`src/rtl/pipe_ctrl_pkg.sv`:
```
// Shared types and constants for the pipeline stall/flush controller.
package pipe_ctrl_pkg;

    localparam int         MC_CNT_W = 4;
    localparam logic [4:0] REG_X0   = 5'd0;

    typedef enum logic {
        RUN     = 1'b0,
        MC_WAIT = 1'b1
    } state_e;

endpackage

```
`src/rtl/pipe_hazard_ctrl_sat_counter.sv`:
```
// Saturating up-counter: counts cycles with inc high and sticks at all-ones.
module sat_counter #(
    parameter int W = 32
) (
    input  logic         clk,
    input  logic         rst,
    input  logic         inc,
    output logic [W-1:0] count
);

    localparam logic [W-1:0] ONE = {{(W-1){1'b0}}, 1'b1};

    logic [W-1:0] count_q;
    logic [W-1:0] count_d;

    always_comb begin
        count_d = count_q;
        if (inc && (count_q != {W{1'b1}})) begin
            count_d = count_q + ONE;
        end
    end

    always_ff @(posedge clk) begin
        if (rst) begin
            count_q <= '0;
        end else begin
            count_q <= count_d;
        end
    end

    assign count = count_q;

endmodule

```
`src/rtl/pipe_hazard_ctrl.sv`:
```
// Stall/flush sequencer for the 5-stage pipeline: load-use bubbles, EX redirect
// flushes and a counted freeze of the front end while a multi-cycle op holds EX.
module pipe_hazard_ctrl
    import pipe_ctrl_pkg::*;
#(
    parameter int MC_LAT = 4,
    parameter int CNT_W  = 32
) (
    input  logic             clk,
    input  logic             rst,
    input  logic [4:0]       id_rs1,
    input  logic [4:0]       id_rs2,
    input  logic             id_uses_rs1,
    input  logic             id_uses_rs2,
    input  logic [4:0]       ex_rd,
    input  logic             ex_mem_read,
    input  logic             ex_mc_op,
    input  logic             ex_redirect,
    output logic             pc_stall,
    output logic             ifid_stall,
    output logic             ifid_flush,
    output logic             idex_stall,
    output logic             idex_flush,
    output logic             exmem_flush,
    output logic             mc_busy,
    output logic [CNT_W-1:0] stall_cycles
);

    // Entry cycle is one stall; the counter covers the remaining MC_LAT-2 stalls.
    localparam logic [MC_CNT_W-1:0] MC_RELOAD = (MC_LAT > 1) ? MC_CNT_W'(MC_LAT - 2) : '0;
    localparam logic [MC_CNT_W-1:0] CNT_ONE   = {{(MC_CNT_W-1){1'b0}}, 1'b1};

    state_e              state_q;
    state_e              state_d;
    logic [MC_CNT_W-1:0] mc_cnt_q;
    logic [MC_CNT_W-1:0] mc_cnt_d;
    logic                load_use;

    assign load_use = ex_mem_read && (ex_rd != REG_X0) &&
                      ((id_uses_rs1 && (id_rs1 == ex_rd)) ||
                       (id_uses_rs2 && (id_rs2 == ex_rd)));

    always_comb begin
        state_d     = state_q;
        mc_cnt_d    = mc_cnt_q;
        pc_stall    = 1'b0;
        ifid_stall  = 1'b0;
        ifid_flush  = 1'b0;
        idex_stall  = 1'b0;
        idex_flush  = 1'b0;
        exmem_flush = 1'b0;

        case (state_q)
            RUN: begin
                if (ex_redirect) begin
                    ifid_flush = 1'b1;
                    idex_flush = 1'b1;
                end else if (ex_mc_op) begin
                    if (MC_LAT > 1) begin
                        pc_stall    = 1'b1;
                        ifid_stall  = 1'b1;
                        idex_stall  = 1'b1;
                        exmem_flush = 1'b1;
                        state_d     = MC_WAIT;
                        mc_cnt_d    = MC_RELOAD;
                    end
                end else if (load_use) begin
                    pc_stall   = 1'b1;
                    ifid_stall = 1'b1;
                    idex_flush = 1'b1;
                end
            end
            MC_WAIT: begin
                if (mc_cnt_q != '0) begin
                    pc_stall    = 1'b1;
                    ifid_stall  = 1'b1;
                    idex_stall  = 1'b1;
                    exmem_flush = 1'b1;
                    mc_cnt_d    = mc_cnt_q - CNT_ONE;
                end else begin
                    state_d = RUN;
                end
            end
            default: begin
                state_d = RUN;
            end
        endcase

        if (rst) begin
            pc_stall    = 1'b0;
            ifid_stall  = 1'b0;
            ifid_flush  = 1'b0;
            idex_stall  = 1'b0;
            idex_flush  = 1'b0;
            exmem_flush = 1'b0;
        end
    end

    always_ff @(posedge clk) begin
        if (rst) begin
            state_q  <= RUN;
            mc_cnt_q <= '0;
        end else begin
            state_q  <= state_d;
            mc_cnt_q <= mc_cnt_d;
        end
    end

    assign mc_busy = (state_q == MC_WAIT);

    sat_counter #(
        .W(CNT_W)
    ) u_stall_cnt (
        .clk  (clk),
        .rst  (rst),
        .inc  (pc_stall),
        .count(stall_cycles)
    );

endmodule

```
`config.mk`:
```
export PLATFORM = sky130hd
export DESIGN_NAME = pipe_hazard_ctrl
export DESIGN_NICKNAME = d
export VERILOG_FILES = /design/src/rtl/pipe_ctrl_pkg.sv /design/src/rtl/pipe_hazard_ctrl_sat_counter.sv /design/src/rtl/pipe_hazard_ctrl.sv
export SDC_FILE = /design/constraint.sdc
export NUM_CORES = 1
export LEC_CHECK = 0
export BUFFER_PORTS_ARGS = -buffer_cell sky130_fd_sc_hd__buf_2
export CORE_ASPECT_RATIO = 0.5
export CORE_MARGIN = 2
export CORE_UTILIZATION = 56
export DETAILED_ROUTE_END_ITERATION = 8
export GPL_TIMING_DRIVEN = 0
export PLACE_DENSITY = 0.85
export RECOVER_POWER = 50
export SLEW_MARGIN = 40
export SYNTH_ARGS = -nofsm -noshare
export SYNTH_HDL_FRONTEND = slang
export SYNTH_HIERARCHICAL = 1
export SYNTH_SLANG_ARGS = --single-unit
```
`constraint.sdc`:
```
create_clock -name clk -period 9.56 [get_ports clk]
set_input_delay 1.434 -clock clk [delete_from_list [all_inputs] [get_ports clk]]
set_output_delay 1.434 -clock clk [all_outputs]
set_load 0.005 [all_outputs]
```
==> impl_summary.log <==
INFO  metric layout_worst_path_cycle_share = 47.44%
INFO  metric synth_area = 2130 sq um
INFO  metric most_frequently_used_cell_type_in_the_post_synthesis_netlist = dfxtp_1
INFO  metric skew = 0.008345 ns
INFO  metric unrepaired_setup_endpoints_after_global_routing = false
INFO  metric arrival = 4.72 ns
INFO  metric cts_tree = done
INFO  metric fp.coreArea = 3528 sq um
INFO  metric num-fill-cells = 307
INFO  metric power.total = 0.0002934 W
INFO  metric syn2layout_area_growth = 20.15%
INFO  metric grt_pass1_wl = 8.997 mm
INFO  metric globalRoute.totalOverflow = 0
INFO  metric antenna_found_initial = 0
INFO  metric dr.first_iter.drc_count = 136
INFO  metric synth.top_cell.area_share = 34.78%
INFO  metric antenna_cells = 0
INFO  metric total_of_buffers_placed_on_input_and_output_ports = 60
INFO  metric dp_hpwl = 4.179 mm
INFO  metric timing.critical_path.to_type = register
INFO  metric max-slew-margin-rel = 55.84%
INFO  metric clock_transition_at_the_registers_of_the_reported_paths = 0.08 ns
INFO  metric finish.instance_area = 2559 sq um
INFO  metric clk_path_buf_depth = 2
INFO  metric start_util = 60.35%
INFO  metric fraction_of_layout_cells_with_a_size_suffix_above_1 = 20.43%
INFO  metric detail_route.wl_per_cell = 15.08 um
INFO  metric fp.dieW = 91.21 um
INFO  metric power_report.internal_total = 0.0002194 W
INFO  metric grtUsageTotal = 26.67%
INFO  metric clock.fmax = 220.5 MHz
INFO  metric holdBufCountCts = 0
INFO  metric ys_types = 48
INFO  metric die_area = 4342 sq um
INFO  metric avgSynthCellArea = 8.351 sq um
INFO  metric row_count = 15
INFO  metric switchingPower = 0.00007405 W
INFO  metric critPathLaunchType = input pin
INFO  metric setup_violations = 0
INFO  metric synthCells = 255
INFO  metric path_max_fanout = 10
INFO  metric finalWeightedCongestion = 0.8129
INFO  metric grt_pass1_vias = 2045
INFO  metric finalWorstPathRequiredPeriod = 4.535 ns
INFO  metric grt_max_degree = 13
INFO  metric postSynthRegisterBits = 37
INFO  metric timing.setup.critical_path_class = in -> reg
INFO  metric report.final.hold_viol_count = 0
INFO  metric worst_ep_required_time = 9.75 ns
INFO  metric leakagePower = 0.8933 nW
INFO  metric pwr-share-seq = 53.6%
INFO  metric num_vias = 2253
INFO  metric ys.flop_type = dfxtp_1
INFO  metric cts-root-buf = clkbuf_8
INFO  metric tritoncts.num_buffers = 5
INFO  metric pin_count = 61
INFO  metric num-nets-final = 347
INFO  metric clock_latency = 0.29 ns
INFO  metric drtAntennaViolNets = 0
INFO  metric placedInstanceArea = 2494 sq um
INFO  metric edff_count_synth = 0
INFO  metric tightest_pin_transition = 0.6574 ns
INFO  metric combPwrFrac = 10.0%
INFO  metric synth_top_area_cell = dfxtp_1
INFO  metric synth_area_leaders = dfxtp_1 (35%), a21oi_1 (5.9%), or4_1 (4.9%), o31ai_1 (4.2%), xor2_1 (3.7%)
INFO  metric cell_pwr_density = 114.7 nW/um^2
INFO  metric wl = 5.641 mm
INFO  metric vdd.ir_drop.worst = 0.00006359 V
INFO  metric status = complete, no violations
INFO  metric cap_violations = 0
INFO  metric p_sw_share = 25.23%
INFO  metric worst-r2r-setup-slack = 5.79 ns
INFO  metric post-route-drc-count = 0
INFO  metric ys_warns = 6
INFO  metric slew_violations = 0
INFO  metric min-delay-path-class = reg -> reg
INFO  metric fp.dieH = 47.61 um
INFO  metric post_synth_most_frequent_cells = dfxtp_1 (37), a21oi_1 (25), nor2_1 (16), nand3_1 (14), or4_1 (14)
INFO  metric postCtsResizedCells = 0
INFO  metric synth_nets = 280
INFO  metric avgViaCountPerCell = 6.024
INFO  metric detail_route.first_pass.iterations = 4
INFO  metric async_reset_ff_share = 0%
INFO  metric cts.htree.levels = 2
INFO  metric clock_power_share = 36.4%
INFO  metric synth_seq_area_share = 34.78%
INFO  metric tritoncts_num_sinks = 37
INFO  metric final.setup.tns = 0 ns
INFO  metric post-cts-setup-buffers = 0
[placed cells by master (no fill, tap or decap), drive strengths merged, types with 7 or more instances in the layout]
cell and n:
nor2 16, nand4 10, nor2b 8, nor4 7, o31ai 12, or3 12, xor2 9, dfxtp 37
a21oi 25, buf 49, o21ai 11, or4 14, clkbuf 30, nand2 11, xnor2 8, nand3 15
[sequential cells by signal, indices dropped and copies added (netlist names)]
name / cells
u_stall_cnt/count: 32
mc_busy: 1
mc_cnt_q: 4
[cells by family after synthesis]
group           share of synthesized area [%]
xor+xnor                                6.992
buf+inv                                 3.760
simple gates                            32.73
mux                                     1.528
compound gates                          18.45
flops                                   34.78
fa+ha+maj                               1.763
[power groups by stage]
stage                     clock (W)  combinational [W]  sequential [W]
after global routing       0.000117          0.0000323        0.000158
after floorplan                   0          0.0000167        0.000161
after detailed placement          0          0.0000293        0.000161
after global placement            0          0.0000280        0.000161
final                      0.000107          0.0000293        0.000157
after CTS                  0.000109          0.0000295        0.000157
[per-layer routing]
metal / vias to the layer above / track usage (%) / part of all wire, %
met2: 101 / 51.11 / 47
met1: 1049 / 31.74 / 44
li1: 1101 / - / -
met3: 2 / 6.929 / 8.7
met4: 0 / 6.364 / 0.32
met5: - / 0 / 0
[area by class of cell]
type	count	area [sq um]	share of cell area, %
well taps	51	63.81	2.494
inverters	4	15.01	0.5868
plain buffers	14	65.06	2.543
multi-input cells	200	1309	51.15
clock inverters	3	17.52	0.6846
repair buffers	60	279.0	10.90
flip-flops and latches	37	740.7	28.95
clock buffers	5	68.82	2.689
[through the flow]
step	util, %	instances	hold slack (ns)	setup WS [ns]
global route	72.52	374	0.5387	4.777
global placement	70.67	366	0.4744	4.867
finish	72.52	374	0.5027	5.025
floorplan	-	255	0.4682	5.554
detailed placement	70.67	366	0.4940	4.815
CTS	73.12	374	0.5057	5.057
[worst paths after layout]
kind / from / to / cells past startpoint
worst min-delay path: u_stall_cnt/count[23] / u_stall_cnt/count[23] / 2
worst min register to register: u_stall_cnt/count[23] / u_stall_cnt/count[23] / 2
worst max-delay path: ex_rd[3] / u_stall_cnt/count[31] / 10
worst max register to register: mc_cnt_q[0] / u_stall_cnt/count[31] / 11
[critical path, cell delays in order]
cell	delay [ns]
buf_2	0.12
xor2_1	0.15
nor4_1	0.31
a32oi_1	0.18
o21bai_1	0.56
nand4_1	0.49
nor4_2	0.64
nand4_1	0.17
nor4_1	0.28
mux2_2	0.37
Note: power is estimated with default switching activity, not from simulation.
